File: src/rtl/pipe_stage_skid.sv
// Inter-stage pipeline register with valid/ready handshake, flush, and an optional
// 2-entry skid buffer that keeps the upstream ready path fully registered.
module pipe_stage_skid #(
    parameter int DATA_W = 106,
    parameter int CTRL_W = 9,
    parameter int SKID   = 1
) (
    input  logic              clk,
    input  logic              rst,
    input  logic              flush,
    input  logic              in_valid,
    output logic              in_ready,
    input  logic [DATA_W-1:0] in_data,
    input  logic [CTRL_W-1:0] in_ctrl,
    output logic              out_valid,
    input  logic              out_ready,
    output logic [DATA_W-1:0] out_data,
    output logic [CTRL_W-1:0] out_ctrl,
    output logic [1:0]        count
);

    localparam logic [1:0] EMPTY = 2'd0;
    localparam logic [1:0] ONE   = 2'd1;
    localparam logic [1:0] TWO   = 2'd2;

    logic [1:0]        state;
    logic [1:0]        state_nxt;
    logic [DATA_W-1:0] main_data;
    logic [DATA_W-1:0] skid_data;
    logic [CTRL_W-1:0] main_ctrl;
    logic [CTRL_W-1:0] skid_ctrl;
    logic              acc;
    logic              ret;
    logic              load_main;
    logic              load_skid;
    logic              pop_skid;

    assign out_valid = (state != EMPTY);
    assign acc       = in_valid & in_ready;
    assign ret       = out_valid & out_ready;
    assign out_data  = main_data;
    // Bubbles must never leak write/jump enables into the next stage.
    assign out_ctrl  = main_ctrl & {CTRL_W{out_valid}};
    assign count     = state;

    always_comb begin
        state_nxt = state;
        load_main = 1'b0;
        load_skid = 1'b0;
        pop_skid  = 1'b0;
        if (flush) begin
            state_nxt = EMPTY;
        end else begin
            case (state)
                EMPTY: begin
                    if (acc) begin
                        state_nxt = ONE;
                        load_main = 1'b1;
                    end
                end
                ONE: begin
                    if (acc && ret) begin
                        load_main = 1'b1;
                    end else if (acc) begin
                        if (SKID != 0) begin
                            state_nxt = TWO;
                            load_skid = 1'b1;
                        end else begin
                            load_main = 1'b1;
                        end
                    end else if (ret) begin
                        state_nxt = EMPTY;
                    end
                end
                TWO: begin
                    if (ret) begin
                        state_nxt = ONE;
                        pop_skid  = 1'b1;
                    end
                end
                default: state_nxt = EMPTY;
            endcase
        end
    end

    always_ff @(posedge clk or negedge rst) begin
        if (!rst) begin
            state     <= EMPTY;
            main_data <= '0;
            main_ctrl <= '0;
            skid_data <= '0;
            skid_ctrl <= '0;
        end else begin
            state <= state_nxt;
            if (load_main) begin
                main_data <= in_data;
                main_ctrl <= in_ctrl;
            end else if (pop_skid) begin
                main_data <= skid_data;
                main_ctrl <= skid_ctrl;
            end
            if (load_skid) begin
                skid_data <= in_data;
                skid_ctrl <= in_ctrl;
            end
        end
    end

    generate
        if (SKID != 0) begin : g_skid
            // Ready depends only on the next occupancy, so out_ready never reaches in_ready combinationally.
            logic ready_q;
            always_ff @(posedge clk or negedge rst) begin
                if (!rst) begin
                    ready_q <= 1'b0;
                end else begin
                    ready_q <= (state_nxt != TWO);
                end
            end
            assign in_ready = ready_q;
        end else begin : g_noskid
            assign in_ready = rst & (~out_valid | out_ready);
        end
    endgenerate

endmodule
File: config.mk
export PLATFORM = sky130hd
export DESIGN_NAME = pipe_stage_skid
export DESIGN_NICKNAME = d
export VERILOG_FILES = /design/src/rtl/pipe_stage_skid.sv
export SDC_FILE = /design/constraint.sdc
export NUM_CORES = 1
export LEC_CHECK = 0
export ABC_CLOCK_PERIOD_IN_PS = 1690
export BUFFER_PORTS_ARGS = -buffer_cell sky130_fd_sc_hd__buf_2
export CAP_MARGIN = 20
export CORE_MARGIN = 4
export CORE_UTILIZATION = 53
export DETAILED_ROUTE_END_ITERATION = 6
export GPL_ROUTABILITY_DRIVEN = 0
export PLACE_DENSITY = 0.91
export SETUP_SLACK_MARGIN = 0.02
export SYNTH_ARGS = -nofsm -noshare
export SYNTH_HDL_FRONTEND = slang
export SYNTH_SLANG_ARGS = --single-unit
File: constraint.sdc
create_clock -name clk -period 1.69 [get_ports clk]
set_input_delay 0 -clock clk [delete_from_list [all_inputs] [get_ports clk]]
set_output_delay 0 -clock clk [all_outputs]
set_load 0.02 [all_outputs]
==> reports/metrics.yaml <==
floorplan.initialDensity_pct: 54.6
most_crowded_layer_after_global_routing: "met2"
grt.overflow.total: 0
clkSinkCount: 233
wire_length_per_cell_um: 20.8
grt_setup_unrepaired: "true"
synthesis.yosys.warnings: 0
path_max_fanout: 57
buffer_ports.inserted: 238
hold_violations: 0
hpwlAfterDp_um: 15900
grt_start_max_net_pins: 63
cp.buffers_inverters: 1
syn-cell-area_um2: 9510
final.fill_count: 996
drv.max_cap_violation_count: 0
required_ns: 2.06
status: "finished clean"
groute.layer.met1.usage_pct: 33.9
worstSkewPairLatency_ns: 0.50
cts_max_path_buffers: 3
crit_slowest_cell: "sky130_fd_sc_hd__dfrtp_1"
grt_antenna_before_repair: 0
area.growth.synth_to_final_pct: 39.0
core_area_um2: 17400
endpoint_kind: "flip-flop"
postSynthNetCount: 891
grt_pass1_vias: 8548
drive_above_1_share_pct: 39.0
synthDistinctLibCells: 25
worstHoldPathType: "in2async"
cpPeakStageDelay_ns: 0.43
die_h_um: 142
diodes: 0
overall_die_area_um2: 20200
drc_errors: 0
multi_input_area_um2: 3460
post-route-min-period_ns: 1.65
globalRouteMet2Util_pct: 50.2
placed_cells_incl_taps: 1218
die_width_um: 142
finalNonFillerCells: 1383
clock_root_buffer: "sky130_fd_sc_hd__clkbuf_16"
first_pass_grt_wire_length_um: 45400
setup_viol_count_final: 0
synth.yosys.seq_area_share_pct: 61.3
power.ir.vdd_worst_v: 0.000873
synthesis.instances: 771
cellPowerDensity_nw_per_um2: 1260
timing.max_slew.rel_slack_pct: 65.6
design.final.nets: 1261
rows: 48
grt_usage_pct: 28.1
drv_slew: 0
final.setup.tns_ns: 0
synthesis.area_per_instance_um2: 12.3
mostFrequentLayoutCells: "sky130_fd_sc_hd__buf_2 (237), sky130_fd_sc_hd__dfrtp_1 (232), sky130_fd_sc_hd__nand2_1 (222)"
clock_pin_slew_worst_setup_and_hold_paths_ns: 0.06
critical_path.top_delay_family: "flip-flops"
num_io_pins: 239
detail_routed_via_count_per_cell: 5.65
firstDrtPassIters: 5
max_clock_freq_mhz: 608
met3_usage_pct: 5.61
ctsHtreeMaxLevel: 1
detail-route-antenna-nets: 0
critical_path_arrival_ns: 2.02
synth_seq_cells: 233
seq_area_um2: 5830
leakage_nw: 6.80
layout_commonest_cell: "sky130_fd_sc_hd__buf_2"
report.power.total_w: 0.0167
number_of_clock_buffers_inserted_by_tritoncts: 24
worstMarginPinSlew_ns: 0.516
detailroute.via_count: 7808
tritoncts: "yes"
crit_path_start_kind: "flip-flop"
finalCritPeriodShare_pct: 97.4
final_wirelength_um: 28700
drt-initial-drc-count: 545
cp_cell_sequence: "and2b_1 > nand3_4 > buf_16 > mux2_2"
fin_skew_ns: 0.0115
setup.worst_path.class: "reg2reg"
kinds of logic (layout without fill, tap and decap cells):
| logic type | Yosys count | in the layout | share of synthesized area, % |
|---|---|---|---|
| compound gates | 118 | 118 | 9.42 |
| mux | 119 | 119 | 15.6 |
| buf+inv | 53 | 439 | 3.42 |
| simple gates | 248 | 249 | 10.3 |
| flops | 233 | 233 | 61.3 |
Yosys cell counts:
| master | count | area share, % |
|---|---|---|
| sky130_fd_sc_hd__and3_1 | 1 | 0.066 |
| sky130_fd_sc_hd__o22a_1 | 1 | 0.092 |
| sky130_fd_sc_hd__nor2_2 | 1 | 0.066 |
| sky130_fd_sc_hd__mux2_4 | 39 | 6.2 |
| sky130_fd_sc_hd__buf_6 | 10 | 1.2 |
| sky130_fd_sc_hd__dfrtp_1 | 233 | 61 |
| sky130_fd_sc_hd__buf_4 | 4 | 0.32 |
| sky130_fd_sc_hd__clkbuf_1 | 4 | 0.16 |
| sky130_fd_sc_hd__mux2_2 | 76 | 9.0 |
| sky130_fd_sc_hd__o21a_1 | 1 | 0.079 |
| sky130_fd_sc_hd__nor4bb_1 | 1 | 0.11 |
| sky130_fd_sc_hd__nor2b_1 | 9 | 0.59 |
| sky130_fd_sc_hd__o21ai_0 | 2 | 0.11 |
| sky130_fd_sc_hd__a31oi_4 | 1 | 0.22 |
| sky130_fd_sc_hd__buf_2 | 29 | 1.5 |
| sky130_fd_sc_hd__and2_1 | 1 | 0.066 |
| sky130_fd_sc_hd__inv_1 | 2 | 0.079 |
| sky130_fd_sc_hd__nand3_2 | 1 | 0.11 |
| sky130_fd_sc_hd__and2b_1 | 1 | 0.079 |
| sky130_fd_sc_hd__buf_1 | 4 | 0.16 |
| sky130_fd_sc_hd__nand2b_1 | 1 | 0.066 |
| sky130_fd_sc_hd__nand2_1 | 229 | 9.0 |
| sky130_fd_sc_hd__nor2_1 | 3 | 0.12 |
| sky130_fd_sc_hd__mux2i_1 | 4 | 0.42 |
| sky130_fd_sc_hd__a22oi_1 | 113 | 8.9 |
report_power, final:
group | internal, W | switching [W] | total (W)
registers | 0.00693 | 0.000870 | 0.00780
clock network | 0.00307 | 0.00214 | 0.00521
logic | 0.00177 | 0.00194 | 0.00370
total | 0.0118 | 0.00494 | 0.0167
metal layers:
layer	vias up	share of wire [%]
met2	409	52
li1	3413	-
met4	0	3.4
met5	-	0
met1	3902	37
met3	84	7.8
worst reg2reg max path, delay by kind of cell, from the launching register on:
kind	cells	cell delay (ns)
AND/OR/NAND/NOR	2	0.35
multiplexers	1	0.46
buffers and inverters	1	0.29
flip-flops	1	0.43
stage by stage:
| stage | util, % | hold WS [ns] | worst slack [ns] | instance area [um^2] |
|---|---|---|---|---|
| floorplan | - | -0.296 | 0.0678 | 9510 |
| global placement | 64.0 | -0.0278 | 0.107 | 11100 |
| detailed placement | 64.0 | -0.0232 | 0.0546 | 11100 |
| CTS | 75.3 | 0.0428 | 0.0374 | 13100 |
| global route | 75.9 | 0.0737 | 0.00399 | 13200 |
| finish | 75.9 | 0.0469 | 0.0441 | 13200 |
worst paths after layout:
path	start	endpoint	slack, ns	cells after the start
max	count[0]$_DFF_PN0_	skid_data[22]$_DFFE_PN0P_	0.04	4
min	rst	out_data[67]$_DFFE_PN0P_	0.05	2
max reg2reg	count[0]$_DFF_PN0_	skid_data[22]$_DFFE_PN0P_	0.04	4
min reg2reg	out_data[38]$_DFFE_PN0P_	out_data[38]$_DFFE_PN0P_	0.47	2
max in group asynchronous	rst	skid_data[33]$_DFFE_PN0P_	0.92	3
min in group clk	in_valid	count[0]$_DFF_PN0_	0.22	5
cell type report:
class / count / share of cell area [%]
sequential: 233 / 44.1
multi-input combinational: 486 / 26.2
timing repair buffer: 394 / 21.7
clock buffer: 35 / 5.39
tap: 225 / 2.13
clock inverter: 8 / 0.492
inverter: 2 / 0.0568
repair_timing:
action | in CTS | in global routing
hold buffers | 118 | 0
gates cloned | 0 | 2
setup buffers | 1 | 1
hold endpoints to repair | 466 | 0
resized for setup | 0 | 27
pin swaps | 0 | 3
endpoints found under the setup margin | 1 | 137
state kept, by name, summed over array words and instances (netlist names):
register / flops
in_ready: 1
out_data: 106
skid_data: 106
main_ctrl: 9
skid_ctrl: 9
count: 2
Note: power is estimated with default switching activity, not from simulation.
